**src/rtl/seg_scan_ctrl.sv**
```systemverilog
// seg_scan_ctrl: time-multiplexed scanner for the level-meter 7-segment readout.
// Steps through NUM_DIGITS BCD digits, feeds the shared decoder, registers its
// segment pattern and drives common-anode enables with a dead gap per slot.
// Loaded values are double-buffered and take effect at frame boundaries.
module seg_scan_ctrl #(
  parameter int unsigned NUM_DIGITS  = 4,
  parameter int unsigned CLK_DIV     = 100000,
  parameter int unsigned DEAD_CYCLES = 64
) (
  input  logic                    clk,
  input  logic                    reset,
  input  logic                    en,
  input  logic                    load,
  input  logic [4*NUM_DIGITS-1:0] value_bcd,
  input  logic                    lz_en,
  input  logic [7:0]              dec_seg,
  output logic [3:0]              dec_data,
  output logic                    dec_blank,
  output logic [7:0]              seg_out,
  output logic [NUM_DIGITS-1:0]   anode,
  output logic                    frame_done
);

  localparam int unsigned CNT_W = $clog2(CLK_DIV);
  localparam int unsigned IDX_W = $clog2(NUM_DIGITS);
  localparam int unsigned VAL_W = 4 * NUM_DIGITS;

  localparam logic [CNT_W-1:0] CNT_LAST = CNT_W'(CLK_DIV - 1);
  localparam logic [CNT_W-1:0] CNT_SHOW = CNT_W'(DEAD_CYCLES);
  localparam logic [IDX_W-1:0] IDX_LAST = IDX_W'(NUM_DIGITS - 1);

  // DARK: scan disabled (or just reset); GAP: dead time; SHOW: anode on
  typedef enum logic [1:0] {
    ST_DARK,
    ST_GAP,
    ST_SHOW
  } state_t;

  state_t                  state;
  state_t                  state_nxt;
  logic [CNT_W-1:0]        cnt;
  logic [CNT_W-1:0]        cnt_nxt;
  logic [IDX_W-1:0]        idx;
  logic [IDX_W-1:0]        idx_nxt;
  logic                    slot_end;
  logic                    frame_end;
  logic [VAL_W-1:0]        shadow;
  logic [VAL_W-1:0]        pending;
  logic                    pending_valid;
  logic                    apply_now;
  logic                    above_nz;
  logic [NUM_DIGITS-1:0]   anode_nxt;
  logic [7:0]              seg_nxt;

  // Lookahead of slot counter and digit index; disabled scan parks at digit 0, cycle 0
  always_comb begin
    slot_end  = (cnt == CNT_LAST);
    frame_end = en && slot_end && (idx == IDX_LAST);
    cnt_nxt   = '0;
    idx_nxt   = '0;
    if (en) begin
      if (slot_end) begin
        cnt_nxt = '0;
        idx_nxt = (idx == IDX_LAST) ? '0 : idx + 1'b1;
      end else begin
        cnt_nxt = cnt + 1'b1;
        idx_nxt = idx;
      end
    end
  end

  // Slot counter and digit index registers
  always_ff @(posedge clk) begin
    if (reset) begin
      cnt <= '0;
      idx <= '0;
    end else begin
      cnt <= cnt_nxt;
      idx <= idx_nxt;
    end
  end

  // Scan phase state register
  always_ff @(posedge clk) begin
    if (reset) begin
      state <= ST_DARK;
    end else begin
      state <= state_nxt;
    end
  end

  // Phase transitions, judged on the counter value the next edge will load
  always_comb begin
    state_nxt = state;
    if (!en) begin
      state_nxt = ST_DARK;
    end else begin
      case (state)
        ST_DARK, ST_GAP: state_nxt = (cnt_nxt == CNT_SHOW) ? ST_SHOW : ST_GAP;
        ST_SHOW:         state_nxt = slot_end ? ST_GAP : ST_SHOW;
        default:         state_nxt = ST_DARK;
      endcase
    end
  end

  // Anode and segment drive for the next cycle (computed ahead so both are flop outputs)
  always_comb begin
    anode_nxt = '1;
    for (int unsigned i = 0; i < NUM_DIGITS; i++) begin
      if ((state_nxt == ST_SHOW) && (idx_nxt == IDX_W'(i))) begin
        anode_nxt[i] = 1'b0;
      end
    end
    seg_nxt = en ? dec_seg : 8'hFF;
  end

  // Registered display outputs and frame boundary pulse
  always_ff @(posedge clk) begin
    if (reset) begin
      anode      <= '1;
      seg_out    <= 8'hFF;
      frame_done <= 1'b0;
    end else begin
      anode      <= anode_nxt;
      seg_out    <= seg_nxt;
      frame_done <= frame_end;
    end
  end

  // Shadow is updated only at a frame boundary or while the display is dark
  assign apply_now = !en || frame_end;

  // Double buffer: a load on an apply edge bypasses the pending buffer
  always_ff @(posedge clk) begin
    if (reset) begin
      shadow        <= '0;
      pending       <= '0;
      pending_valid <= 1'b0;
    end else if (apply_now) begin
      if (load) begin
        pending <= value_bcd;
        shadow  <= value_bcd;
      end else if (pending_valid) begin
        shadow <= pending;
      end
      pending_valid <= 1'b0;
    end else if (load) begin
      pending       <= value_bcd;
      pending_valid <= 1'b1;
    end
  end

  // Decoder drive: current digit code and leading-zero blank request
  always_comb begin
    dec_data = '0;
    above_nz = 1'b0;
    for (int unsigned i = 0; i < NUM_DIGITS; i++) begin
      if (idx == IDX_W'(i)) begin
        dec_data = shadow[4*i +: 4];
      end
      if ((IDX_W'(i) >= idx) && (shadow[4*i +: 4] != 4'd0)) begin
        above_nz = 1'b1;
      end
    end
    dec_blank = lz_en && (idx != '0) && !above_nz;
  end

endmodule
```
**config.mk**
```make
export PLATFORM = sky130hd
export DESIGN_NAME = seg_scan_ctrl
export DESIGN_NICKNAME = d
export VERILOG_FILES = /design/src/rtl/seg_scan_ctrl.sv
export SDC_FILE = /design/constraint.sdc
export NUM_CORES = 1
export LEC_CHECK = 0
export CORE_MARGIN = 5
export CORE_UTILIZATION = 42
export CTS_BUF_LIST = sky130_fd_sc_hd__clkbuf_4 sky130_fd_sc_hd__clkbuf_8
export DETAILED_ROUTE_END_ITERATION = 6
export PLACE_DENSITY = 0.62
export SETUP_SLACK_MARGIN = 0.2
export SLEW_MARGIN = 20
export SYNTH_ARGS = -nofsm -noshare
export SYNTH_HDL_FRONTEND = slang
export SYNTH_SLANG_ARGS = --single-unit
```
**constraint.sdc**
```tcl
create_clock -name clk -period 3.83 [get_ports clk]
set_input_delay 0.9575 -clock clk [delete_from_list [all_inputs] [get_ports clk]]
set_output_delay 0.9575 -clock clk [all_outputs]
set_load 0.01 [all_outputs]
```
# Word-level counts from Yosys, hierarchy flattened
# Index checks and enable logic that the tools add are counted.
# Widths: inputs -> output; s select.
# op_classes
add_sub_neg	2
n_lt_le_gt_ge	4
eq_ne	11
muxes	23
bitwise	1
n_reduce_logical	28
# op_table
op	n
$mux 17	2
$mux 16	2
$add 17x1->17 const B	1
$eq 17x17->1 const B	1
$eq 17x7->1 const B	1
$mux 4	4
$reduce_bool 4->1	4
$eq 2x2->1 const B	6
$logic_and 1x1->1	12
$mux 2	6
$mux 1	8
$eq 2x1->1 const B	3
$logic_not 2->1	3
$reduce_or 2->1	3
$ge 1x2->1 const A	2
$ge 2x2->1 const A	2
$pmux 2 s2	1
$reduce_bool 2->1	2
$add 2x1->2 const B	1
$logic_not 1->1	2
$reduce_and 2->1	1
$logic_or 1x1->1	1
$not 1->1	1
# word_totals
register_bits	67
input_bits	29
out_inout_bits	18
word_cells	78

# Longest topological paths before layout
# Gate-level depths: netlist of run 1.
# depth
depth_word	10
depth_mapped	8

# Worst setup path before layout of run 1
# OpenSTA, ideal clock, no wires.
# synth_timing
kind	in2out
start	input lz_en
end	output dec_blank
arrival_time_ps	1947
t_required_ps	2873
setup_slack_ps	926
stages	2
path_buffers	0
cell_sequence	or4b_2 -> nor4_1
# synth_between
elab_chain_cells	2
# synth_rtl
item	line_no	rtl
start, declared	15	input logic lz_en,
$logic_and 1x1->1 (2 in series)	165	dec_blank = lz_en && (idx != '0) && !above_nz;
end, declared	18	output logic dec_blank,
# No other way between the ends.

# Final worst setup path of run 1
# Ends and elaborated chain as after synthesis.

==> reports/metrics.yaml, run 1 <==
dpl.cell_count: 451
drive_above_1_share_pct: 12.8
synth_top_area_cell: "dfxtp_1"
synth_cell_types: 47
cp-startpoint: "lz_en"
diodes: 0
async_flop_share_pct: 0
track_usage_pct: 15.1
path_cells: "clkdlybuf4s50_1 > or4b_2 > nor4_2 > dlygate4sd2_1"
root_buffer: "clkbuf_8"
htreeDepth: 3
worstSetupStartpointType: "input pin"
fin_skew_ns: 0.00973
met2_usage_pct: 24.3
clock-sinks: 67
wl_um: 6390
r2r-start: "cnt[0]"
num_vias: 2324
worstSetupPathType: "in -> out"
coreArea_um2: 7180
synth_top_family_by_area: "simple AND/OR/NAND/NOR gates"
critPathBufInv: 2
gr-usage-met1_pct: 18.9
fin_crit_sh_pct: 91.9
p_comb_share_pct: 9.2
power_leakage_nw: 1.43
via_per_inst: 4.98
end_kind: "output port"
synth_seq_cells: 67
cpLargestDelayFamily: "simple AND/OR/NAND/NOR gates"
rows: 31
synth_xor_area_share_pct: 5.70
drv_slew: 0
wl_per_cell_um: 13.7
synth_top_area_share_pct: 43.6
yosys.area_share.simple_pct: 25.3
insertion_delay_ns: 0.33
remaining_drc_errors: 0
die-area_um2: 9130
finalSetupViolations: 0
synth.cell_area_um2: 3070
power.share.clock_pct: 41.0
ys.flop_type: "dfxtp_1"
hold_start: "pending[1]"
overflow: 0
critPathMaxFanout: 1
fin_crit_ns: 3.52
p_int_mw: 1.13
ant_nets: 0
initial_utilization_pct: 42.8
stdcell_count: 467
min_path_type: "reg -> reg"
post_cts_buffers: 0
synthAdderAreaFrac_pct: 2.44
grt_pass1_vias: 2234
ys_warn_count: 0
p_switching_uw: 351
grt_antenna_before_repair: 0
die_height_um: 95.5
slowest_delay_ns: 0.60
ys_seq_area_share_pct: 43.6
layout_commonest_cell: "nor2_1"
syn_avg_cell_area_um2: 9.40
final_cell_mix: "nor2_1 (68), dfxtp_1 (67), clkdlybuf4s50_1 (45)"
gp_congestion: 0.835
nets: 398
maxCapViolCount: 0
grt_pass1_wl_um: 10700
timing.final.hold_violations: 0
cts_tree: "done"
grt_max_degree: 34
slew_headroom_pct: 35.0
rsz0062_at_grt: "no"
syn_to_final_growth_pct: 22.2
io_buffers: 46
p_per_area_nw_per_um2: 395
worst_ep_required_time_ns: 2.87
irDropWorstVdd_v: 0.000278
detail_route.iter0.violations: 76
ys_top_cells_by_area: "dfxtp_1 (44%), nor2_1 (8.3%), a211oi_2 (5.7%)"
fmax_mhz: 284
p_seq_share_pct: 49.8
cp_data_arrival_time_ns: 2.56
grt-busiest-layer: "met2"
syn_nets: 362
synth.mux.area_fraction_pct: 5.54
synth_compound_area_share_pct: 12.4
synth-edff-count: 0
postSynthCellCount: 327
clk_path_buf_depth: 2
switching_share_pct: 23.6
grt_use_met3_pct: 5.29
status: "finished, final reports clean"
hold_slack_ns: 0.501
fp.dieW_um: 95.5
cts_buffers: 9
dp_hpwl_um: 4470
crit_path_top_delay_cell: "or4b_2"
ios: 47
worst_pin_slew_ns: 0.972
firstDrtPassIters: 4
path_clk_slew_ns: 0.07
[final cells by class]
type	instances	area, µm²
Fill cell	688	3420
Multi-Input combinational cell	233	1590
Sequential cell	67	1340
Timing Repair Buffer	49	482
Clock buffer	11	151
Tap cell	99	124
Clock inverter	5	60.1
Inverter	3	11.3
[final timing paths]
path,slack (ns),to,cells after the start
setup / recovery,0.31,dec_blank,4
hold / removal,0.50,pending[1],2
setup reg to reg,1.21,shadow[8],6
hold reg to reg,0.50,pending[1],2
[registers in the layout, summed over array words and instances, names as in the netlist]
signal and count:
pending 16, frame_done 1, pending_valid 1, cnt 17, anode 4, shadow 16
state 2, seg_out 8, idx 2
[layer usage]
layer | part of all wire (%) | wire, µm
met1 | 46 | 2910
met2 | 49 | 3130
met3 | 5.0 | 318
met4 | 0.44 | 28
met5 | 0 | 0
[worst min-delay path: cells and delay by family, from the launching register on]
family / cells / cell delay [ns]
multiplexers: 1 / 0.08
flip-flops: 1 / 0.31
AND/OR/NAND/NOR: 1 / 0.08
[cells by family after synthesis]
kind of cell | count (synthesis)
AO/OA/AOI/OAI | 43
XOR/XNOR | 20
adder cells (fa/ha/maj) | 6
buffers and inverters | 27
flip-flops | 67
multiplexers | 17
AND/OR/NAND/NOR | 147
[through the flow]
stage	cell area [µm²]	util [%]	setup slack (ns)	TNS (ns)	total power [mW]
2_1_floorplan	3070	-	0.926	0	0.836
3_3_place_gp	3540	49.3	-0.0967	-0.0967	0.890
3_5_place_dp	3540	49.3	-0.0571	-0.0571	0.893
4_1_cts	3750	52.3	0.273	0	1.51
5_1_grt	3750	52.3	0.233	0	1.56
6_report	3750	52.3	0.312	0	1.48
[timing repair]
action	in CTS	in global routing
gates resized for setup	2	0
endpoints found under the setup margin	1	0
hold buffers	0	0
[power by group through the flow]
| stage | clock network (mW) | logic [mW] | registers (mW) |
|---|---|---|---|
| floorplan | 0 | 0.0833 | 0.752 |
| global placement | 0 | 0.136 | 0.754 |
| detailed placement | 0 | 0.138 | 0.755 |
| CTS | 0.633 | 0.139 | 0.739 |
| global route | 0.661 | 0.153 | 0.742 |
| finish | 0.608 | 0.137 | 0.740 |
[Yosys cell counts (all sizes together), types with 2 or more instances]
cell type	count
ha	6
a21oi	10
a211oi	16
or3	2
clkbuf	9
nand4	14
nand2b	9
o21ai	8
nand2	20
and4	4
buf	15
mux2i	17
nor4b	2
xnor2	6
inv	3
nor2	68
and3	3
and2	3
nor4	6
or4b	2
dfxtp	67
xor2	14
nand3	8
nor2b	3
a211o	2
a31oi	2
Note: power is estimated with default switching activity, not from simulation.
==> run 2: changes to the inputs <==
--- a/config.mk
+++ b/config.mk
@@ -5,13 +5,11 @@
 export SDC_FILE = /design/constraint.sdc
 export NUM_CORES = 1
 export LEC_CHECK = 0
-export CORE_MARGIN = 5
 export CORE_UTILIZATION = 42
 export CTS_BUF_LIST = sky130_fd_sc_hd__clkbuf_4 sky130_fd_sc_hd__clkbuf_8
 export DETAILED_ROUTE_END_ITERATION = 6
 export PLACE_DENSITY = 0.62
 export SETUP_SLACK_MARGIN = 0.2
-export SLEW_MARGIN = 20
 export SYNTH_ARGS = -nofsm -noshare
 export SYNTH_HDL_FRONTEND = slang
 export SYNTH_SLANG_ARGS = --single-unit
==> run 2 against run 1 <==
  * Hold slack improved by 0.0016 ns
  * Power up 3.6%
  * Register-to-register slack better by 0.26 ns
  * Critical path type unchanged
  * Final area is 0.47% higher
  * First-iteration DRC count decreased by 17%
==> reports/metrics.yaml, run 2 (synthesized netlist as in run 1, its figures left out) <==
status: "finished, final reports clean"
timing.final.hold_violations: 0
fin_crit_sh_pct: 91.1
dpl.cell_count: 449
setup-tns-final_ns: 0
remaining_drc_errors: 0
drive_above_1_share_pct: 12.7
num_vias: 2329
maxCapViolCount: 0
worstSetupPathType: "in -> out"
dp_hpwl_um: 4270
gp_congestion: 0.874
largest_register: "cnt"
finalSetupViolations: 0
drv_slew: 0
overflow: 0
die-area_um2: 7660
final_util_pct: 54.3
met2_usage_pct: 30.6
slew_headroom_pct: 63.2
via_per_inst: 5.01
worst_pin_slew_ns: 0.545
reg_top3: "cnt: 17 flops, pending: 16 flops, shadow: 16 flops"
clk_path_buf_depth: 2
grt_pass1_vias: 2280
stdcell_count: 465
power.share.clock_pct: 43.1
min_path_type: "reg -> reg"
nFillCells: 650
htreeDepth: 3
nets: 399
path_clk_slew_ns: 0.07
wl_per_cell_um: 13.0
detail_route.iter0.violations: 63
fmax_mhz: 287
root_buffer: "clkbuf_8"
grt-busiest-layer: "met2"
post_cts_buffers: 0
post_cts_resize_count: 1
postCtsHoldBufs: 0
ios: 47
cp_data_arrival_time_ns: 2.53
initial_utilization_pct: 44.3
p_switching_uw: 333
wl_um: 6030
coreArea_um2: 6940
syn_to_final_growth_pct: 22.8
p_seq_share_pct: 48.1
p_int_mw: 1.20
critPathMaxFanout: 1
insertion_delay_ns: 0.34
fin_crit_ns: 3.49
track_usage_pct: 17.6
rows: 30
cts_buffers: 9
firstDrtPassIters: 4
fp.dieW_um: 87.5
fin_skew_ns: 0.00559
p_per_area_nw_per_um2: 408
worst_ep_required_time_ns: 2.87
rsz0062_at_grt: "no"
placed_area_um2: 3540
end_kind: "output port"
switching_share_pct: 21.7
power_leakage_nw: 1.44
cts_tree: "done"
worstSetupStartpointType: "input pin"
final_area_um2: 3770
grt_max_degree: 34
ant_nets: 0
p_comb_share_pct: 8.8
final_cell_mix: "nor2_1 (68), dfxtp_1 (67), clkdlybuf4s50_1 (45)"
grt_use_met3_pct: 4.52
clock-sinks: 67
irDropWorstVdd_v: 0.000266
layout_commonest_cell: "nor2_1"
diodes: 0
hold_slack_ns: 0.503
grt_antenna_before_repair: 0
gr-usage-met1_pct: 19.9
largest_register_ffs: 17
grt_pass1_wl_um: 10400
io_buffers: 46
die_height_um: 87.5
run 2: power by group through the flow:
stage / clock network (mW) / registers (mW) / logic, mW
6_report: 0.662 / 0.739 / 0.136
3_5_place_dp: 0 / 0.755 / 0.137
4_1_cts: 0.685 / 0.739 / 0.138
3_3_place_gp: 0 / 0.755 / 0.136
5_1_grt: 0.709 / 0.742 / 0.152
2_1_floorplan: 0 / 0.752 / 0.0833
run 2: final cells by class:
type	instances	area (µm²)	area share, %
Timing Repair Buffer	50	489	13.0
Sequential cell	67	1340	35.6
Clock inverter	4	72.6	1.92
Clock buffer	12	159	4.21
Multi-Input combinational cell	233	1580	41.9
Tap cell	96	120	3.18
Inverter	3	11.3	0.299
run 2: worst max-delay path, stage by stage:
cell and delay, ns:
clkdlybuf4s50_1 0.47, or4b_2 0.58, nor4_1 0.23, dlygate4sd2_1 0.30
run 2: path summary, 6_finish.rpt:
check	startpoint	end	slack (ns)	cells after the start
worst max register to register	cnt[0]	state[1]	1.47	6
worst max-delay path	lz_en	dec_blank	0.34	4
worst min-delay path	pending[13]	pending[13]	0.50	2
worst min register to register	pending[13]	pending[13]	0.50	2
run 2: metal layers:
metal	vias to the layer above	part of all wire, %
met5	-	0
met4	0	2.2
met3	14	4.0
met2	44	48
met1	1068	45
li1	1203	-
run 2: stage by stage:
stage / setup slack, ns / power [mW]
6_report: 0.342 / 1.54
5_1_grt: 0.208 / 1.60
3_3_place_gp: 0.0809 / 0.890
2_1_floorplan: 0.926 / 0.836
3_5_place_dp: 0.0468 / 0.893
4_1_cts: 0.331 / 1.56
==> run 3: changes to the inputs <==
--- a/config.mk
+++ b/config.mk
@@ -5,10 +5,10 @@
 export SDC_FILE = /design/constraint.sdc
 export NUM_CORES = 1
 export LEC_CHECK = 0
-export CORE_UTILIZATION = 42
+export CORE_UTILIZATION = 40
 export CTS_BUF_LIST = sky130_fd_sc_hd__clkbuf_4 sky130_fd_sc_hd__clkbuf_8
 export DETAILED_ROUTE_END_ITERATION = 6
-export PLACE_DENSITY = 0.62
+export PLACE_DENSITY = 0.59
 export SETUP_SLACK_MARGIN = 0.2
 export SYNTH_ARGS = -nofsm -noshare
 export SYNTH_HDL_FRONTEND = slang
==> run 3 against run 2 <==
  * Critical path depth unchanged
  * Worst setup slack worse by 0.064 ns
  * Cell count up 0.43%
==> reports/metrics.yaml, run 3 (synthesized netlist as in run 1, its figures left out) <==
status: "finished, final reports clean"
met2_usage_pct: 26.7
cts_tree: "done"
postCtsHoldBufs: 0
final_cell_mix: "nor2_1 (68), dfxtp_1 (67), clkdlybuf4s50_1 (45)"
min_path_type: "reg -> reg"
irDropWorstVdd_v: 0.000243
coreArea_um2: 7330
num_vias: 2298
via_per_inst: 4.92
worstSetupPathType: "in -> out"
largest_register: "cnt"
post_cts_buffers: 0
nets: 398
dpl.cell_count: 451
root_buffer: "clkbuf_8"
fin_skew_ns: 0.00878
critPathMaxFanout: 1
final_area_um2: 3720
overflow: 0
fmax_mhz: 282
p_per_area_nw_per_um2: 377
maxCapViolCount: 0
insertion_delay_ns: 0.34
post_cts_resize_count: 2
io_buffers: 46
firstDrtPassIters: 4
fin_crit_sh_pct: 92.7
track_usage_pct: 16.3
wl_per_cell_um: 13.1
dpl_worst_slack_ns: -0.0980
gp_congestion: 0.817
power_leakage_nw: 1.41
die-area_um2: 8040
worst_ep_required_time_ns: 2.87
stdcell_count: 467
path_clk_slew_ns: 0.08
worstSetupStartpointType: "input pin"
detail_route.iter0.violations: 59
gr-usage-met1_pct: 20.6
worst_pin_slew_ns: 0.955
grt_use_met3_pct: 4.66
fin_crit_ns: 3.55
syn_to_final_growth_pct: 21.0
drv_slew: 0
reg_top3: "cnt: 17 flops, pending: 16 flops, shadow: 16 flops"
ios: 47
grt_antenna_before_repair: 0
largest_register_ffs: 17
timing.final.hold_violations: 0
drive_above_1_share_pct: 12.8
htreeDepth: 3
end_kind: "output port"
remaining_drc_errors: 0
grt-busiest-layer: "met2"
wl_um: 6100
ant_nets: 0
grt_pass1_vias: 2115
cp_data_arrival_time_ns: 2.59
initial_utilization_pct: 41.9
grt_max_degree: 34
rsz0062_at_grt: "no"
die_height_um: 89.7
layout_commonest_cell: "nor2_1"
diodes: 0
grt_pass1_wl_um: 9940
finalWorstSetupSlack_ns: 0.278
placed_area_um2: 3540
cts_buffers: 9
fp.dieW_um: 89.7
setup-tns-final_ns: 0
clock-sinks: 67
clk_path_buf_depth: 2
slew_headroom_pct: 36.2
rows: 31
finalSetupViolations: 0
dp_hpwl_um: 4200
==> run 3: cell types whose count changed in the layout (fill, tap and decap cells not counted), sizes merged <==
cell      delta
buf          -1
bufinv       -2
clkbuf       -3
clkinv       +1
clkinvlp     +1
inv          +3
==> run 3: report_power, final <==
group / total (mW) / internal, mW / switching, mW
Clock: 0.525 / 0.239 / 0.286
Combinational: 0.137 / 0.0711 / 0.0657
Sequential: 0.740 / 0.724 / 0.0155
==> run 3: area by class of cell <==
cell class              instances  area [µm²]
clock buffers                   9         124
inverters                       3        11.3
flip-flops and latches         67        1340
well taps                      99         124
fillers                       706        3610
clock inverters                 7        51.3
repair buffers                 49         482
multi-input cells             233        1590
==> run 3: path summary, 6_finish.rpt <==
kind | from | end | slack [ns] | depth (start not counted)
hold reg to reg | pending[0] | pending[0] | 0.50 | 2
setup reg to reg | cnt[0] | shadow[1] | 1.22 | 6
hold / removal | pending[0] | pending[0] | 0.50 | 2
setup / recovery | lz_en | dec_blank | 0.28 | 4
==> run 3: per-layer routing <==
layer	routed length (µm)	up-vias	part of all wire [%]
li1	-	1204	-
met1	2960	1044	49
met2	2860	43	47
met3	209	7	3.4
met4	64	0	1.1
met5	0	-	0
==> run 3: worst max-delay path, stage by stage <==
cell and delay, ns:
clkdlybuf4s50_1 0.47, or4b_2 0.60, nor4_2 0.27, dlygate4sd2_1 0.30
==> run 3: metrics by stage <==
step           total power [mW]  hold WS, ns  util [%]
2_1_floorplan             0.836        0.453         -
3_5_place_dp              0.893        0.487      48.3
3_3_place_gp              0.890        0.480      48.3
5_1_grt                    1.47        0.530      50.7
4_1_cts                    1.43        0.506      50.7
6_report                   1.40        0.503      50.7
